--- config.mk ---
export PLATFORM = sky130hd
export DESIGN_NAME = decode_stage_pipe
export DESIGN_NICKNAME = d
export VERILOG_FILES = /design/src/rtl/decode_stage_pipe.sv
export SDC_FILE = /design/constraint.sdc
export NUM_CORES = 1
export LEC_CHECK = 0
export ABC_AREA = 0
export BUFFER_PORTS_ARGS = -buffer_cell sky130_fd_sc_hd__buf_2
export CAP_MARGIN = 15
export CORE_MARGIN = 2
export CORE_UTILIZATION = 35
export DETAILED_ROUTE_END_ITERATION = 7
export PLACE_DENSITY = 0.55
export SYNTH_ARGS = -nofsm -noshare
export SYNTH_HDL_FRONTEND = slang
export SYNTH_SLANG_ARGS = --single-unit
export TNS_END_PERCENT = 30
--- constraint.sdc ---
create_clock -name clk -period 2.9 [get_ports clk]
set_input_delay 0.58 -clock clk [delete_from_list [all_inputs] [get_ports clk]]
set_output_delay 0.58 -clock clk [all_outputs]
set_load 0.03 [all_outputs]
--- src/rtl/decode_stage_pipe.sv ---
// Decode stage: register file with write-to-read bypass, destination select,
// load-use hazard detection and the ID/EX pipeline register.
module decode_stage_pipe #(
    parameter int DATA_W   = 16,
    parameter int CTRL_W   = 24,
    parameter int LINK_REG = 7,
    parameter int BYPASS   = 1,
    parameter int CNT_W    = 16
) (
    input  logic              clk,
    input  logic              rst,
    input  logic              id_valid,
    input  logic [15:0]       id_instr,
    input  logic [15:0]       id_pc,
    input  logic [CTRL_W-1:0] id_ctrl,
    input  logic [1:0]        id_dst_sel,
    input  logic              id_wr_en,
    input  logic              id_mem_rd,
    input  logic              id_rs_used,
    input  logic              id_rt_used,
    input  logic              id_ctrl_err,
    input  logic              ex_stall,
    input  logic              flush,
    input  logic              wb_wr_en,
    input  logic [2:0]        wb_wr_addr,
    input  logic [DATA_W-1:0] wb_wr_data,
    output logic              id_stall,
    output logic              ex_valid,
    output logic [15:0]       ex_pc,
    output logic [CTRL_W-1:0] ex_ctrl,
    output logic [DATA_W-1:0] ex_rd1,
    output logic [DATA_W-1:0] ex_rd2,
    output logic [2:0]        ex_dst,
    output logic              ex_wr_en,
    output logic              ex_mem_rd,
    output logic              err,
    output logic [CNT_W-1:0]  bubble_cnt
);

    logic [DATA_W-1:0] regFile [8];
    logic [2:0]        rsAddr, rtAddr, rdAddr, dstAddr;
    logic [2:0]        exRs, exRt;
    logic [DATA_W-1:0] rd1, rd2;
    logic              loadUse;
    logic              unusedInstrBits;

    assign rsAddr = id_instr[10:8];
    assign rtAddr = id_instr[7:5];
    assign rdAddr = id_instr[4:2];
    assign unusedInstrBits = ^{id_instr[15:11], id_instr[1:0]};

    always_ff @(posedge clk) begin
        if (rst) begin
            for (int unsigned i = 0; i < 8; i++) regFile[i] <= '0;
        end else if (wb_wr_en) begin
            regFile[wb_wr_addr] <= wb_wr_data;
        end
    end

    always_comb begin
        rd1 = regFile[rsAddr];
        rd2 = regFile[rtAddr];
        if (BYPASS != 0 && wb_wr_en && wb_wr_addr == rsAddr) rd1 = wb_wr_data;
        if (BYPASS != 0 && wb_wr_en && wb_wr_addr == rtAddr) rd2 = wb_wr_data;
    end

    always_comb begin
        dstAddr = rtAddr;
        case (id_dst_sel)
            2'd0:    dstAddr = rtAddr;
            2'd1:    dstAddr = rsAddr;
            2'd2:    dstAddr = rdAddr;
            default: dstAddr = 3'(LINK_REG);
        endcase
    end

    assign loadUse = id_valid & ex_valid & ex_mem_rd & ex_wr_en &
                     ((id_rs_used & (rsAddr == ex_dst)) | (id_rt_used & (rtAddr == ex_dst)));
    assign id_stall = (loadUse | ex_stall) & ~flush;

    always_ff @(posedge clk) begin
        if (rst) begin
            ex_valid   <= 1'b0;
            ex_pc      <= '0;
            ex_ctrl    <= '0;
            ex_rd1     <= '0;
            ex_rd2     <= '0;
            ex_dst     <= '0;
            ex_wr_en   <= 1'b0;
            ex_mem_rd  <= 1'b0;
            exRs       <= '0;
            exRt       <= '0;
            err        <= 1'b0;
            bubble_cnt <= '0;
        end else if (flush) begin
            ex_valid  <= 1'b0;
            ex_wr_en  <= 1'b0;
            ex_mem_rd <= 1'b0;
        end else if (ex_stall) begin
            // A held op keeps tracking writeback so it never leaves with stale operands.
            if (wb_wr_en && wb_wr_addr == exRs) ex_rd1 <= wb_wr_data;
            if (wb_wr_en && wb_wr_addr == exRt) ex_rd2 <= wb_wr_data;
        end else if (loadUse) begin
            ex_valid  <= 1'b0;
            ex_wr_en  <= 1'b0;
            ex_mem_rd <= 1'b0;
            if (bubble_cnt != '1) bubble_cnt <= bubble_cnt + CNT_W'(1);
        end else begin
            ex_valid  <= id_valid;
            ex_pc     <= id_pc;
            ex_ctrl   <= id_ctrl;
            ex_rd1    <= rd1;
            ex_rd2    <= rd2;
            ex_dst    <= dstAddr;
            ex_wr_en  <= id_wr_en & id_valid;
            ex_mem_rd <= id_mem_rd & id_valid;
            exRs      <= rsAddr;
            exRt      <= rtAddr;
            if (id_valid & id_ctrl_err) err <= 1'b1;
        end
    end

endmodule

# Word-level counts from Yosys, hierarchy flattened
# Memory sizes are Yosys's and may differ from the RTL's.
# Cells that the tools add are included.
# W data, S select, Z words.
[totals] register_bits=101 word_cells=73 inputBits=88 out_inout_bits=96 mem_count=1 mem_bits_rw=128
[memory_table] name="regFile" words=8 width=16 read_ports=2 rd_ports_with_merged_regs=0 wr=8 line_no="40" text="logic [DATA_W-1:0] regFile [8];"
[classes] n_addsub=1 reduce_logical=12 muxes=20 n_eq_ne=12 bitwise_logic=15
[op_table] op="$mux W16" n=9
[op_table] op="$eq A3 B3 Y1" n=6
[op_table] op="$add A16 B1 Y16 const B" n=1
[op_table] op="$ne A16 B16 Y1 const B" n=1
[op_table] op="$reduce_or A16 Y1" n=1
[op_table] op="$and A1 B1 Y1" n=10
[op_table] op="$mux W1" n=9
[op_table] op="$pmux W3 S3" n=1
[op_table] op="$reduce_and A3 Y1" n=3
[op_table] op="$reduce_and A4 Y1" n=2
[op_table] op="$logic_and A1 B1 Y1" n=4
[op_table] op="$ne A2 B1 Y1 const B" n=2
[op_table] op="$mux W3" n=1
[op_table] op="$not A1 Y1" n=3
[op_table] op="$eq A2 B1 Y1 const B" n=1
[op_table] op="$eq A2 B2 Y1 const B" n=1
[op_table] op="$logic_not A2 Y1" n=1
[op_table] op="$ne A2 B2 Y1 const B" n=1
[op_table] op="$or A1 B1 Y1" n=2
[op_table] op="$reduce_or A2 Y1" n=1

# Depth between registers and ports, before layout
[logic_depth] depth_word=6 mapped_depth=9 ltp_nobuf=7

# Worst setup path before layout
# OpenSTA, ideal clock, no wires.
[synth_timing] kind="input-to-output" startpoint="in id_instr[8]" endpoint="out id_stall" required_ns=2.320 path_buffers=1 path_slack_ns=0.497 arrival_time_ns=1.823 path_stages=6 path_cell_list="buf_4 xnor2_1 nand4_1 a21oi_2 nor2_1 nor2_1"
[synth_via] elab_chain_len=6
[synth_rtl] item="start, declared" line_no="13" text="input logic [15:0] id_instr,"
[synth_rtl] item="$eq A3 B3 Y1" line_no="78" text="((id_rs_used & (rsAddr == ex_dst)) | (id_rt_used & (rtAddr == ex_dst)));"
[synth_rtl] item="$and A1 B1 Y1" line_no="78"
[synth_rtl] item="$or A1 B1 Y1" line_no="78"
[synth_rtl] item="$and A1 B1 Y1" line_no="77" text="assign loadUse = id_valid & ex_valid & ex_mem_rd & ex_wr_en &"
[synth_rtl] item="$or A1 B1 Y1" line_no="79" text="assign id_stall = (loadUse | ex_stall) & ~flush;"
[synth_rtl] item="$and A1 B1 Y1" line_no="79"
[synth_rtl] item="end, declared" line_no="27" text="output logic id_stall,"
# Every way passes these cells.

# Final worst setup path
[layout_timing] startpoint="reg ex_dst[2]" endpoint="out id_stall"
[layout_via] elab_chain_len=6 word_cells_on_any_way=8
[layout_rtl] item="start, declared" line_no="33" text="output logic [2:0] ex_dst,"
[layout_rtl] item="start signal, assigned" line_no="114" text="ex_dst <= dstAddr;"
[layout_rtl] item="$eq A3 B3 Y1" line_no="78"
[layout_rtl] item="$and A1 B1 Y1" line_no="78"
[layout_rtl] item="$or A1 B1 Y1 (*)" line_no="78"
[layout_rtl] item="$and A1 B1 Y1 (*)" line_no="77"
[layout_rtl] item="$or A1 B1 Y1 (*)" line_no="79"
[layout_rtl] item="$and A1 B1 Y1 (*)" line_no="79"
# Every way passes the cells marked *; elsewhere a longest branch is shown, timed or not.

==> impl_summary.txt <==
----------------------------------------------------
[Outcome]
  Status ... complete, no violations

[Yosys]
  Post-synth EDFFs ... 128
  Yosys cell types ... 44
  Warnings, synthesis ... 0
  Leading cell types by total area after synthesis ... sky130_fd_sc_hd__edfxtp_1 34%, sky130_fd_sc_hd__dfxtp_1 18%, sky130_fd_sc_hd__mux4_2 13%
  Main flop type after synthesis ... sky130_fd_sc_hd__edfxtp_1
  Post-Syn Area ... 11300 um^2
  Area fraction of the dominant cell type after synthesis ... 0.340
  Gate Count Post-Synth ... 942
  Seq cells post-synth ... 229
  Post-synth net total ... 1031
  Share of async-settable or async-resettable flops after synthesis ... 0
  Mean instance size in the synthesized netlist ... 12.0 um^2
  Largest area contributor in the netlist ... sky130_fd_sc_hd__edfxtp_1
  Synth top cells by count ... 128 x sky130_fd_sc_hd__and2_1, 128 x sky130_fd_sc_hd__edfxtp_1, 104 x sky130_fd_sc_hd__nand2_1
  Portion of the post-synthesis area used by sequential elements ... 0.519

[Clocking]
  Number of buffers inserted by post-CTS setup repair ... 0
  TritonCTS clock tree ... yes
  Clock buffer count from CTS ... 25
  Root buffer cell ... sky130_fd_sc_hd__clkbuf_16
  Worst skew pair latency ... 520 ps
  # resized after CTS ... 0
  Number of hold buffers added after CTS ... 0
  Clock sinks ... 229
  Maximum level of the CTS H-tree ... 1
  Deepest clock path buffer count ... 3
  Worst-path clk slew ... 60 ps

[Worst setup path]
  Crit path capture ... id_stall
  Worst setup slack for register-to-register paths ... 860 ps
  Reg2Reg Capture Point ... bubble_cnt[9]$_SDFFE_PP0P_
  Worst Setup End Kind ... output port
  Critical Path Source ... ex_dst[2]$_SDFFE_PP0P_
  Arrival time reported for the critical path endpoint ... 2130 ps
  R2R cell count ... 6
  CP Class ... reg2out
  Beginning of the worst register-to-register path ... ex_dst[2]$_SDFFE_PP0P_
  Critical path launch point type ... register
  CP Max Fanout ... 5
  Required arrival time at the worst endpoint ... 2320 ps

[Global route]
  Overflow left after global routing ... 0
  Overall global routing resource usage ... 0.183
  Antenna violations before repair ... 4
  Maximum number of pins on one net before global-route repair ... 74
  First-pass GRT wire length ... 46900 um
  Vias in the first global route ... 7667

[Placed design]
  Gpl congestion ... 0.768
  IO buf count ... 176
  Dpl hpwl ... 20200 um

[STA]
  Crit path time final ... 2710 ps
  Relative max-transition margin ... 0.487
  Layout Skew ... 9.40 ps
  TNS Setup ... 0 ps
  Endpoints failing hold ... 0
  Final Slew Violations ... 0
  Max Fclk ... 369 MHz
  Worst Max-Slew Pin Slew ... 770 ps
  Number of setup violations in the final report ... 0
  Tcrit/Tclk final ... 0.934
  Setup repair after global routing missed its margin ... no
  Minimum hold slack ... 293 ps

[Hold path]
  Type of the tightest min-delay check ... in2reg

[Route]
  Mean number of vias per cell ... 5.11
  Initial DRC Count ... 587
  Count of TritonRoute iterations in the first routing pass ... 5
  Residual DRC count ... 0
  Detail Route Antenna Nets ... 0
  Detailed-route wire length per cell ... 20.3 um
  Routed Wire Length ... 31100 um
  Count of vias placed by the detailed router ... 7805

[Floorplan]
  Die height ... 184 um
  Die Width ... 184 um
  Area of the core ... 31600 um^2
  Number of rows created at floorplan ... 65
  Floorplan die area ... 33700 um^2
  Ports placed on the boundary ... 184
  Starting utilization of the core area ... 0.357

[Power]
  Power density over the cells ... 595 nW/um^2
  Switching power share of the total ... 0.246
  Cell leakage power ... 5.32 nW
  Power share of the combinational group ... 0.126
  Register share of total power ... 0.461
  Portion of total power attributed to the clock network ... 0.414
  Cell-internal power ... 6.05 mW
  Worst ir drop on vdd ... 0.360 mV
  Sw power ... 1.98 mW

[Cells and area]
  Fraction of final layout cells with drive strength greater than 1 ... 0.293
  Synthesis-to-finish area growth ... 19.4%
  Final core utilization ... 0.426
  # nets final ... 1193

[Job]
  Max cap viols ... 0

----------------------------------------------------
[routing by layer]
layer | part of all wire | GRT usage | up-vias
met5 | 0.00023 | 0 | -
met2 | 0.47 | 0.295 | 179
met1 | 0.45 | 0.255 | 3865
met4 | 0.017 | 0.0400 | 2
met3 | 0.055 | 0.0351 | 39
li1 | - | - | 3720
[area by class of cell]
class                      count  area (um^2)
timing repair buffer         204         1140
multi-input combinational    642         5100
clock buffer                  36          738
tap                          402          503
fill                        2973        18100
clock inverter                 9          118
inverter                       2         7.51
antenna                        3         7.51
sequential                   229         5870
[cell families after synthesis]
group                      count (synthesis)  share of synthesized area
and+or+nand+nor                          376                      0.172
DFF                                      229                      0.519
muxes                                    133                      0.189
AOI/OAI and AO/OA                        103                     0.0628
buffers and inverters                     71                     0.0314
xor gates and xnor gates                  29                     0.0245
adders and majority gates                  1                    0.00111
[stage by stage]
stage               setup slack [ps]  power (mW)  instance area, um^2  instances
floorplan                        497        4.43                11300        942
global placement                 379        4.77                12600       1479
detailed placement               376        4.78                12600       1479
CTS                              153        8.12                13500       1524
global route                    4.37        8.36                13500       1526
finish                           192        8.03                13500       1527
[worst min-delay path by stage]
| stage | startpoint | endpoint | slack, ps | cells after the start |
|---|---|---|---|---|
| global route | id_pc[1] | ex_pc[1]$_SDFFE_PP0P_ | 270 | 3 |
| global placement | ex_pc[4]$_SDFFE_PP0P_ | ex_pc[4]$_SDFFE_PP0P_ | 440 | 2 |
| floorplan | exRs[0]$_SDFFE_PP0P_ | exRs[0]$_SDFFE_PP0P_ | 450 | 2 |
| finish | id_ctrl[2] | ex_ctrl[2]$_SDFFE_PP0P_ | 290 | 3 |
| CTS | id_ctrl[10] | ex_ctrl[10]$_SDFFE_PP0P_ | 280 | 3 |
| detailed placement | ex_pc[1]$_SDFFE_PP0P_ | ex_pc[1]$_SDFFE_PP0P_ | 440 | 2 |
[power groups by stage]
stage	clock [mW]	combinational, mW	sequential, mW
floorplan	0	0.568	3.86
global placement	0	1.01	3.76
CTS	3.41	1.02	3.70
detailed placement	0	1.02	3.77
global route	3.56	1.08	3.72
finish	3.32	1.01	3.70
[worst max-delay path: stages (launching register included)]
cell and delay, ps:
sky130_fd_sc_hd__dfxtp_1 430, sky130_fd_sc_hd__xnor2_1 150, sky130_fd_sc_hd__nand4_1 250, sky130_fd_sc_hd__a21oi_2 340
sky130_fd_sc_hd__nor2_1 130, sky130_fd_sc_hd__nor2_1 100, sky130_fd_sc_hd__buf_2 210
[state kept, by name (all words and copies together) (netlist names), 16 cells and up]
register and count:
ex_ctrl 24, regFile 128, ex_rd1 16, ex_rd2 16, ex_pc 16, bubble_cnt 16
[cell usage in the layout (no fill, tap or decap), types with 3 or more instances in the layout]
master	netlist	final
sky130_fd_sc_hd__and2_1	128	128
sky130_fd_sc_hd__edfxtp_1	128	128
sky130_fd_sc_hd__clkinv_1	0	4
sky130_fd_sc_hd__xor2_1	16	16
sky130_fd_sc_hd__xnor2_1	10	10
sky130_fd_sc_hd__nand4_1	7	7
sky130_fd_sc_hd__bufinv_16	0	3
sky130_fd_sc_hd__mux4_2	64	64
sky130_fd_sc_hd__buf_2	25	175
sky130_fd_sc_hd__a21oi_1	51	51
sky130_fd_sc_hd__nor3_2	0	3
sky130_fd_sc_hd__nor3_1	8	5
sky130_fd_sc_hd__nand3_1	9	9
sky130_fd_sc_hd__xnor2_2	3	3
sky130_fd_sc_hd__or2_2	8	8
sky130_fd_sc_hd__o21ai_0	8	8
sky130_fd_sc_hd__clkbuf_16	0	26
sky130_fd_sc_hd__mux2i_1	68	68
sky130_fd_sc_hd__nand2b_1	36	36
sky130_fd_sc_hd__nand2_1	104	104
sky130_fd_sc_hd__nor2_1	59	59
sky130_fd_sc_hd__buf_12	0	4
sky130_fd_sc_hd__buf_4	5	25
sky130_fd_sc_hd__clkbuf_1	30	5
sky130_fd_sc_hd__and3_1	7	7
sky130_fd_sc_hd__a211o_1	32	32
sky130_fd_sc_hd__dfxtp_1	101	101
sky130_fd_sc_hd__diode_2	0	3
sky130_fd_sc_hd__clkbuf_8	0	5
Note: power is estimated with default switching activity, not from simulation.
